$ cat config.mk
export PLATFORM = sky130hd
export DESIGN_NAME = datapath_sequencer
export DESIGN_NICKNAME = d
export VERILOG_FILES = /design/src/rtl/datapath_sequencer.sv
export SDC_FILE = /design/constraint.sdc
export NUM_CORES = 1
export LEC_CHECK = 0
export BUFFER_PORTS_ARGS = -buffer_cell sky130_fd_sc_hd__buf_2
export CORE_MARGIN = 2
export CORE_UTILIZATION = 50
export DETAILED_ROUTE_END_ITERATION = 12
export MAX_ROUTING_LAYER = met4
export PLACE_DENSITY = 0.91
export SLEW_MARGIN = 20
export SYNTH_ARGS = -nofsm -noshare
export SYNTH_HDL_FRONTEND = slang
export SYNTH_SLANG_ARGS = --single-unit
$ cat constraint.sdc
create_clock -name clock -period 2.47 [get_ports clock]
set_input_delay 0.1235 -clock clock [delete_from_list [all_inputs] [get_ports clock]]
set_output_delay 0.1235 -clock clock [all_outputs]
set_load 0.1 [all_outputs]
$ cat src/rtl/datapath_sequencer.sv
// Multi-cycle control sequencer for the 32-bit bus datapath: fetch (T0-T2), ALU execute (T3-T6), retire.
// Optional single-step mode under `define SEQ_STEP_EN (adds the step input and a PAUSE state after RETIRE).
module datapath_sequencer #(
   parameter int MEM_TIMEOUT = 15,
   parameter int COUNT_W     = 16
) (
   input  logic               clock,
   input  logic               clear,
   input  logic               run,
`ifdef SEQ_STEP_EN
   input  logic               step,
`endif
   input  logic               mem_ready,
   input  logic [31:0]        ir,
   output logic               pc_out,
   output logic               mar_in,
   output logic               inc_pc,
   output logic               read,
   output logic               mdr_in,
   output logic               mdr_out,
   output logic               ir_in,
   output logic               y_in,
   output logic [15:0]        reg_out,
   output logic [15:0]        reg_in,
   output logic [4:0]         alu_op,
   output logic               zhigh_in,
   output logic               zlow_in,
   output logic               zhigh_out,
   output logic               zlow_out,
   output logic               hi_in,
   output logic               lo_in,
   output logic               busy,
   output logic               halted,
   output logic               err,
   output logic [COUNT_W-1:0] instr_count
);

   localparam logic [3:0] S_IDLE   = 4'd0;
   localparam logic [3:0] S_T0     = 4'd1;
   localparam logic [3:0] S_T1     = 4'd2;
   localparam logic [3:0] S_T2     = 4'd3;
   localparam logic [3:0] S_T3     = 4'd4;
   localparam logic [3:0] S_T4     = 4'd5;
   localparam logic [3:0] S_T5     = 4'd6;
   localparam logic [3:0] S_T6     = 4'd7;
   localparam logic [3:0] S_RETIRE = 4'd8;
   localparam logic [3:0] S_HALT   = 4'd9;
`ifdef SEQ_STEP_EN
   localparam logic [3:0] S_PAUSE  = 4'd10;
`endif

   localparam logic [4:0] OP_MUL  = 5'b01111;
   localparam logic [4:0] OP_DIV  = 5'b10000;
   localparam logic [4:0] OP_NEG  = 5'b10001;
   localparam logic [4:0] OP_NOT  = 5'b10010;
   localparam logic [4:0] OP_NOP  = 5'b11010;
   localparam logic [4:0] OP_HALT = 5'b11011;

   localparam int TW = $clog2(MEM_TIMEOUT + 1);

   logic [3:0]    state, next_state;
   logic [TW-1:0] tcnt;
   logic          set_err;
   logic          alu_class, is_muldiv, is_unary;
   logic [4:0]    opcode;
   logic [3:0]    ra, rb, rc;
   logic          unused_ir_bits;

   assign opcode         = ir[31:27];
   assign ra             = ir[26:23];
   assign rb             = ir[22:19];
   assign rc             = ir[18:15];
   assign unused_ir_bits = ^ir[14:0];
   assign is_muldiv      = (opcode == OP_MUL) || (opcode == OP_DIV);
   assign is_unary       = (opcode == OP_NEG) || (opcode == OP_NOT);

   always_comb begin
      alu_class = 1'b0;
      case (opcode)
         5'b00011, 5'b00100, 5'b00101, 5'b00110, 5'b00111,
         5'b01000, 5'b01111, 5'b10000, 5'b10001, 5'b10010: alu_class = 1'b1;
         default: alu_class = 1'b0;
      endcase
   end

   always_comb begin
      next_state = state;
      set_err    = 1'b0;
      case (state)
         S_IDLE: if (run) next_state = S_T0;
         S_T0:   next_state = S_T1;
         S_T1: begin
            if (mem_ready) next_state = S_T2;
            else if (tcnt == TW'(MEM_TIMEOUT - 1)) begin
               next_state = S_HALT;
               set_err    = 1'b1;
            end
         end
         S_T2:   next_state = S_T3;
         S_T3: begin
            if (alu_class)              next_state = S_T4;
            else if (opcode == OP_NOP)  next_state = S_RETIRE;
            else if (opcode == OP_HALT) next_state = S_HALT;
            else begin
               next_state = S_HALT;
               set_err    = 1'b1;
            end
         end
         S_T4:   next_state = S_T5;
         S_T5:   next_state = is_muldiv ? S_T6 : S_RETIRE;
         S_T6:   next_state = S_RETIRE;
`ifdef SEQ_STEP_EN
         S_RETIRE: next_state = run ? S_PAUSE : S_IDLE;
         S_PAUSE: begin
            if (!run)      next_state = S_IDLE;
            else if (step) next_state = S_T0;
         end
`else
         S_RETIRE: next_state = run ? S_T0 : S_IDLE;
`endif
         S_HALT: next_state = S_HALT;
         default: next_state = S_IDLE;
      endcase
   end

   // Outputs are decoded from next_state so each strobe is valid for the whole cycle of its state.
   // Note the T3 operand select is taken from ir as presented during T2.
   always_ff @(posedge clock or posedge clear) begin
      if (clear) begin
         state       <= S_IDLE;
         tcnt        <= '0;
         pc_out      <= 1'b0;
         mar_in      <= 1'b0;
         inc_pc      <= 1'b0;
         read        <= 1'b0;
         mdr_in      <= 1'b0;
         mdr_out     <= 1'b0;
         ir_in       <= 1'b0;
         y_in        <= 1'b0;
         reg_out     <= '0;
         reg_in      <= '0;
         alu_op      <= '0;
         zhigh_in    <= 1'b0;
         zlow_in     <= 1'b0;
         zhigh_out   <= 1'b0;
         zlow_out    <= 1'b0;
         hi_in       <= 1'b0;
         lo_in       <= 1'b0;
         busy        <= 1'b0;
         halted      <= 1'b0;
         err         <= 1'b0;
         instr_count <= '0;
      end else begin
         state <= next_state;
         if (state == S_T1 && next_state == S_T1) tcnt <= tcnt + TW'(1);
         else                                     tcnt <= '0;

         pc_out    <= 1'b0;
         mar_in    <= 1'b0;
         inc_pc    <= 1'b0;
         read      <= 1'b0;
         mdr_in    <= 1'b0;
         mdr_out   <= 1'b0;
         ir_in     <= 1'b0;
         y_in      <= 1'b0;
         reg_out   <= '0;
         reg_in    <= '0;
         alu_op    <= '0;
         zhigh_in  <= 1'b0;
         zlow_in   <= 1'b0;
         zhigh_out <= 1'b0;
         zlow_out  <= 1'b0;
         hi_in     <= 1'b0;
         lo_in     <= 1'b0;
         busy      <= 1'b1;
         halted    <= 1'b0;

         case (next_state)
            S_IDLE: busy <= 1'b0;
            S_T0: begin
               pc_out <= 1'b1;
               mar_in <= 1'b1;
               inc_pc <= 1'b1;
            end
            S_T1: begin
               read   <= 1'b1;
               mdr_in <= 1'b1;
            end
            S_T2: begin
               mdr_out <= 1'b1;
               ir_in   <= 1'b1;
            end
            S_T3: begin
               reg_out <= 16'h0001 << rb;
               y_in    <= 1'b1;
            end
            S_T4: begin
               alu_op   <= opcode;
               zhigh_in <= 1'b1;
               zlow_in  <= 1'b1;
               reg_out  <= 16'h0001 << (is_unary ? rb : rc);
            end
            S_T5: begin
               zlow_out <= 1'b1;
               if (is_muldiv) lo_in  <= 1'b1;
               else           reg_in <= 16'h0001 << ra;
            end
            S_T6: begin
               zhigh_out <= 1'b1;
               hi_in     <= 1'b1;
            end
`ifdef SEQ_STEP_EN
            S_PAUSE: busy <= 1'b0;
`endif
            S_HALT: begin
               busy   <= 1'b0;
               halted <= 1'b1;
            end
            default: ;
         endcase

         if (set_err) err <= 1'b1;
         if (next_state == S_RETIRE) instr_count <= instr_count + COUNT_W'(1);
      end
   end

endmodule

Yosys cells after proc, flatten, opt, wreduce, memory -nomap -nowiden
Memory sizes are Yosys's and may differ from the RTL's.
Cells that the tools add are included.
- bits of input ports: 36
- word-level logic and storage cells: 85
- memories: 1
- output and inout bits: 70
- bits in registers: 72
- bits in read-only memories: 32
- memories (memory ; depth ; width ; rd ports ; clocked after memory_dff ; write ports ; line ; text):
    (no name shown) ; 32 ; 1 ; 1 ; 0 ; 0 ; 79 ; case (opcode)
- equality and inequality tests: 25
- muxes and demuxes: 31
- add/subtract/negate cells: 2
- reductions and logical operators: 6
- shifts and indexed selects: 3
- operator list (kind ; number):
    $shl 1x4->16 const A ; 3
    $pmux 4 s10 ; 1
    $eq 4x3->1 const B ; 8
    $mux 16 ; 2
    $pmux 16 s2 ; 1
    $mux 4 ; 7
    $eq 5x5->1 const B ; 5
    $eq 4x4->1 const B ; 5
    $mux 1 ; 18
    $add 16x1->16 const B ; 1
    $eq 4x2->1 const B ; 4
    $eq 4x1->1 const B ; 2
    $logic_not 4->1 ; 2
    $eq 5x4->1 const B ; 1
    $mux 5 ; 1
    $add 4x1->4 const B ; 1
    $logic_or 1x1->1 ; 2
    $pmux 1 s2 ; 1
    $reduce_or 2->1 ; 1
    $logic_and 1x1->1 ; 1

Logic depth before layout (Yosys ltp)
Gate-level depths: netlist of run 1.
- word-level depth: 7
- gate-level depth with buffers: 10
- depth with buffers taken out: 9

Worst setup path after synthesis of run 1
No wires, ideal clock.
- kind: reg-to-reg
- from: reg instr_count[4]
- to: reg instr_count[15]
- buffers on the path: 0
- arrival time: 2.438 ns
- path slack: -0.126 ns
- cell stages (with the launch flop): 7
- setup time: 0.158 ns
- data required time: 2.312 ns
- clock period less this slack: 2.596 ns
- cell sequence: dfrtp_1 > and4_1 > and3_1 > and3_1 > nand4_1 > or4b_1 > xnor2_1
- cells in the longest elaborated chain, start to end: 1
- RTL lines (item ; line ; text):
    start, declared ; 35 ; output logic [COUNT_W-1:0] instr_count
    start signal, assigned ; 223 ; if (next_state == S_RETIRE) instr_count <= instr_count + COUNT_W'(1);
    $add 16x1->16 ; 223 ;
Every way passes these cells.
A chain may end at the register's enable or synchronous reset.

Final worst setup path of run 1
- from: reg tcnt[0]
- to: reg tcnt[3]
- cells in the longest elaborated chain, start to end: 7
- elaborated cells on any way between the ends: 8
- those cells by class: 1 x add/sub; 2 x eq/ne; 4 x mux; 1 x reduce/logical
- RTL lines (item ; line ; text):
    start, declared ; 62 ; logic [TW-1:0] tcnt;
    start signal, assigned ; 155 ; if (state == S_T1 && next_state == S_T1) tcnt <= tcnt + TW'(1);
    $eq 4x4->1 ; 94 ; else if (tcnt == TW'(MEM_TIMEOUT - 1)) begin
    $mux 4 ; 94 ;
    $mux 4 ; 93 ; if (mem_ready) next_state = S_T2;
    $pmux 4 s10 ; 89 ; case (state)
    via next_state[0] ; 61 ; logic [3:0] state, next_state;
    $eq 4x2->1 ; 155 ;
    $logic_and 1x1->1 ; 155 ;
    $mux 4 ; 155 ;
The timed path passes the listed nets, and every way through them passes these cells.

==> impl_metrics.toml, run 1 <==
[detailed_routing]
drcViolationCount = 0
maxUsedRoutingLayer = "met4"
dr.pass1.iters = 4
num_vias = 2469
final_antenna_net_count = 0
wl_met2_mm = 3.052
dr_wl_met3_um = 435
wl_per_cell_um = 13.67
via_per_inst = 5.298
wl_met1_mm = 2.762
drt_wl_total_mm = 6.369
drt_iter0_drc = 129

[floorplanning]
row_count = 29
initial_core_util = 0.5102
design.core.area_mm2 = 0.006241
dieArea_mm2 = 0.007023
ios = 106
die_y_um = 83.81
die_w_um = 83.81

[clocking]
clock_path_buffers = 2
cts_made_buffers = 9
root_buffer = "clkbuf_8"
insertion_delay_ns = 0.34
clkSinkCount = 72
hold_buffers = 0
cts_resized = 0
cts_setup_buffers = 0
cts_tree = "yes"
cts.reportedPaths.clkPinSlew_ns = 0.08
htreeDepth = 3

[sta]
tns_ns = 0
min_period_over_period = 0.9196
tightestPinTransition_ns = 0.8536
hold_viol_final = 0
slew_headroom = 0.4309
period_needed_ns = 2.271
setup_viol = 0
drv_slew = 0
rsz0062_at_grt = "no"
fmax_mhz = 440.2
skew_ns = 0.008765

[final_layout]
final_common_cell = "buf_2"
fin_nets = 423
nFillCells = 499
drive_gt1_frac = 0.3496
final_cell_mix = "90 x buf_2, 68 x dfrtp_1, 39 x nor2_1, 20 x nor3_1, 16 x nand2_1"
post-route-util = 0.6309
diodes = 0
multi_input_area_mm2 = 0.001237
finalNonFillerCells = 466
regArea_mm2 = 0.001807
areaGrowthSynthToFinish_pct = 23.65

[power_and_ir_drop]
p_leak_nw = 2.073
ir_drop_mv = 0.8253
report.power.total_mw = 4.139
p_per_area_mw_per_mm2 = 1051

[critical_path]
worstPathArrival_ns = 2.53
path_class = "reg -> reg"
cp.required_ns = 2.72
startpoint = "tcnt[0]"
worstSetupEndpointType = "register"
r2r_end = "tcnt[3]"
cp-start-kind = "register"
r2r-start = "tcnt[0]"
path_max_fanout = 8
r2r_slack_ns = 0.20
reg2reg_depth = 9

[global_routing]
grt_max_degree = 73
grt_pass1_vias = 2373
antenna_found_initial = 0
overflow = 0
grt_pass1_wl_mm = 10.71
grtUsageTotal = 0.1950

[min_path]
min-delay-start = "ir[24]"
hold-path-cell-count = 2
min_to = "reg_in[8]"
hold_path.class = "in -> reg"

[place]
gp_congestion = 0.8440
dp.cells = 450
portBuffers = 90
hpwl_mm = 4.685

[yosys]
synth_flop_cell = "dfrtp_1"
async_flop_share = 1.000
netlist_instances = 290
ys_types = 55
avgSynthCellArea_um2 = 10.98
ys_seq_area_frac = 0.5658
netlist_area_mm2 = 0.003184
yosys_warnings = 0
synth_edf_count = 0
synth_fp_nets = 329
ys_ff_latch = 72

[outcome]
status = "finished clean"

[job]
drv_cap = 0
-- logic make-up (layout without fill, tap and decap cells) --
| family | count (synthesis) | count (layout) | share of synthesized area |
|---|---|---|---|
| DFF | 72 | 72 | 0.5658 |
| muxes | 3 | 3 | 0.009823 |
| and+or+nand+nor | 139 | 139 | 0.2483 |
| xor gates and xnor gates | 17 | 17 | 0.04676 |
| adders and majority gates | 4 | 4 | 0.01493 |
| AOI/OAI and AO/OA | 27 | 27 | 0.06798 |
| buffers and inverters | 28 | 127 | 0.04636 |
-- power by group --
part	switching (mW)	total [mW]	internal [mW]	leakage, nW
sequential	0.109	1.41	1.30	0.979
clock	0.418	1.09	0.673	0.114
combinational	1.28	1.64	0.364	0.980
total	1.80	4.14	2.34	2.07
-- registers in the layout (all words and copies together), names as in the netlist, 4 cells and up --
name,flops
reg_out,16
alu_op,5
instr_count,16
tcnt,4
reg_in,16
state,4
-- worst max-delay path, stage by stage, from the launching register on --
cell	delay [ns]
dfrtp_1	0.39
inv_1	0.06
ha_1	0.20
nand3_1	0.17
a21oi_1	0.09
nor3_1	0.28
and2_4	0.24
inv_2	0.09
or3_1	0.45
nor3_1	0.19
-- worst max-delay path by stage --
stage	endpoint	slack, ns	cells after the start
floorplan	instr_count[15]	0.1	5
global placement	tcnt[3]	0.19	9
detailed placement	tcnt[3]	0.11	9
CTS	tcnt[3]	0.07	9
global route	tcnt[3]	0.03	9
finish	tcnt[3]	0.20	9
-- cell usage after synthesis (2+ instances only) --
library cell / count / area share
xor2_1: 6 / 0.017
nor3b_1: 2 / 0.0047
nor3_2: 2 / 0.0063
ha_1: 3 / 0.012
inv_1: 12 / 0.014
or2b_1: 2 / 0.0047
nand3b_1: 2 / 0.0047
nand3_1: 7 / 0.011
and2_1: 5 / 0.0098
a211oi_1: 3 / 0.0071
o21a_1: 2 / 0.0047
nand2_1: 16 / 0.019
o21ai_0: 2 / 0.0031
nor4_1: 6 / 0.012
buf_4: 8 / 0.019
nand4_1: 7 / 0.014
or4b_1: 2 / 0.0063
nand2b_1: 7 / 0.014
mux2i_1: 2 / 0.0063
nor3_1: 20 / 0.031
a31oi_1: 3 / 0.0059
or3_1: 2 / 0.0039
nor4b_1: 4 / 0.011
dfrtp_1: 72 / 0.57
xnor2_1: 11 / 0.030
o21ai_1: 3 / 0.0047
buf_2: 4 / 0.0063
a21oi_1: 6 / 0.0094
clkbuf_1: 2 / 0.0024
and3_1: 4 / 0.0079
nor2_1: 39 / 0.046
-- per-stage QoR --
stage | hold slack [ns] | setup slack, ns | cell area (um^2)
finish | 0.02470 | 0.1985 | 3938
floorplan | 0.1943 | 0.09873 | 3189
global placement | 0.3710 | 0.1939 | 3697
CTS | 0.01214 | 0.06954 | 3935
global route | 0.03544 | 0.03336 | 3938
detailed placement | 0.3820 | 0.1101 | 3697
-- cell type report --
cell class	count	area share
Sequential cell	72	0.4588
Multi-Input combinational cell	190	0.3143
Timing Repair Buffer	98	0.1296
Clock inverter	5	0.02701
Clock buffer	11	0.03337
Tap cell	77	0.02447
Inverter	13	0.01239
-- routing by layer --
layer  up-vias  global-route usage
met2       106              0.3105
met5         -                   -
met4         0             0.08651
li1       1186                   -
met1      1163              0.2412
met3        14             0.04154
Power figures use the tool's default switching activity.
==> run 2, diff against run 1 <==
--- a/config.mk
+++ b/config.mk
@@ -11,6 +11,7 @@
 export DETAILED_ROUTE_END_ITERATION = 12
 export MAX_ROUTING_LAYER = met4
 export PLACE_DENSITY = 0.91
+export REMOVE_ABC_BUFFERS = 1
 export SLEW_MARGIN = 20
 export SYNTH_ARGS = -nofsm -noshare
 export SYNTH_HDL_FRONTEND = slang
==> impl_metrics.toml, run 2 (synthesis results as in run 1) <==
[detailed_routing]
final_antenna_net_count = 0
drt_iter0_drc = 74
via_per_inst = 5.309
dr.pass1.iters = 4
drt_wl_total_mm = 6.573
drcViolationCount = 0
num_vias = 2490
wl_per_cell_um = 14.01

[final_layout]
post-route-cell-area_mm2 = 0.003960
nFillCells = 491
areaGrowthSynthToFinish_pct = 24.36
fin_nets = 426
final_common_cell = "buf_2"
drive_gt1_frac = 0.3444
final_cell_mix = "90 x buf_2, 71 x dfrtp_1, 39 x nor2_1, 19 x nor3_1, 16 x nand2_1"
top_regs = "instr_count: 16 flops, reg_in: 16 flops, reg_out: 16 flops"
diodes = 0

[sta]
period_needed_ns = 2.288
tightestPinTransition_ns = 0.6691
slew_headroom = 0.5533
setup_viol = 0
final.setup.worst_slack_ns = 0.1818
hold_viol_final = 0
holdWs_ns = 0.08109
fmax_mhz = 437.0
drv_slew = 0
min_period_over_period = 0.9264
rsz0062_at_grt = "no"
skew_ns = 0.009446

[floorplanning]
die_w_um = 83.81
design.core.area_mm2 = 0.006241
initial_core_util = 0.5102
dieArea_mm2 = 0.007023
row_count = 29
die_y_um = 83.81
ios = 106

[critical_path]
path_max_fanout = 13
worstPathArrival_ns = 2.52
path_cells = "or4b_2 -> a21oi_1 -> nor3_2 -> and2_4 -> nand2_1 -> mux2_2"
path_class = "reg -> reg"
r2r-start = "state[1]"
startpoint = "state[1]"
cp.required_ns = 2.70
worstSetupEndpointType = "register"
cp-start-kind = "register"
cp_num_buf_inv = 0
cp_top_family = "simple AND/OR/NAND/NOR gates"
slowest_stage = "or4b_2"
crit_path_max_incr_delay_ns = 0.72

[place]
hpwl_mm = 4.826
pre_cts_slack_ns = 0.03165
placed_cell_area_mm2 = 0.003685
gp_congestion = 0.7942
portBuffers = 90

[clocking]
insertion_delay_ns = 0.35
clock_path_buffers = 2
htreeDepth = 3
root_buffer = "clkbuf_8"
cts.reportedPaths.clkPinSlew_ns = 0.08
cts_made_buffers = 9
cts_tree = "yes"
clkSinkCount = 72

[min_path]
hold_path.class = "in -> reg"
min-delay-start = "ir[29]"

[job]
drv_cap = 0

[outcome]
status = "finished clean"

[global_routing]
antenna_found_initial = 0
grt_pass1_wl_mm = 11.15
overflow = 0
grt_pass1_vias = 2421
grt_max_degree = 35
grtUsageTotal = 0.2061

[power_and_ir_drop]
p_per_area_mw_per_mm2 = 1027
p_leak_nw = 2.090
ir_drop_mv = 0.9280
run 2: cell types whose count changed in the layout (fill, tap and decap cells not counted), moves of 2 or more:
cell / delta
inv_6: +3
dfrtp_2: -3
dfrtp_1: +3
dlygate4sd3_1: +4
clkbuf_1: -2
run 2: per-stage QoR:
| stage | setup TNS, ns | power [mW] | utilization | instances |
|---|---|---|---|---|
| 6_report | 0 | 4.067 | 0.6345 | 469 |
| 5_1_grt | 0 | 4.257 | 0.6345 | 469 |
| 3_5_place_dp | 0 | 3.028 | 0.5904 | 449 |
| 4_1_cts | 0 | 4.081 | 0.6331 | 469 |
| 3_3_place_gp | 0 | 2.999 | 0.5904 | 449 |
| 2_1_floorplan | -0.1257 | 2.687 | - | 275 |
run 2: worst paths after layout:
check	to	slack [ns]	cells after the start
setup / recovery	instr_count[1]	0.18	6
hold / removal	alu_op[2]	0.08	3
setup reg to reg	instr_count[1]	0.18	6
hold reg to reg	instr_count[15]	0.47	1
max in group asynchronous	alu_op[0]	1.31	4
min in group asynchronous	tcnt[3]	0.42	3
run 2: final cells by class:
class                      count  area (um^2)  share of cell area
clock buffer                   9        123.9             0.03128
multi-input combinational    190         1242              0.3137
clock inverter                 7        102.6             0.02591
tap                           77        96.34             0.02433
inverter                      13        48.80             0.01232
timing repair buffer         101        543.0              0.1371
sequential                    72         1803              0.4553
run 2: worst reg2reg max path, cell delays in order (launching register included):
cell     delay [ns]
dfrtp_1        0.55
or4b_2         0.72
a21oi_1        0.19
nor3_2         0.08
and2_4         0.19
nand2_1        0.11
mux2_2         0.34
run 2: routing by layer:
| metal | share of wire | wire, um | track usage |
|---|---|---|---|
| met1 | 0.43 | 2840 | 0.2487 |
| met2 | 0.49 | 3200 | 0.3302 |
| met3 | 0.063 | 413 | 0.05737 |
| met4 | 0.018 | 119 | 0.08211 |
| met5 | 0 | 0 | - |
run 2: report_power, final:
| group | leakage [nW] | total [mW] | internal, mW | switching, mW |
|---|---|---|---|---|
| registers | 0.984 | 1.42 | 1.30 | 0.119 |
| clock network | 0.111 | 1.04 | 0.580 | 0.455 |
| logic | 0.995 | 1.62 | 0.356 | 1.26 |
run 2: timing repair:
item                                    in CTS  in global routing
hold buffers                                 4                  0
endpoints found under the setup margin       0                 11
endpoints found under the hold margin       35                  0
resized for setup                            0                  4
buffers inserted                             0                  0
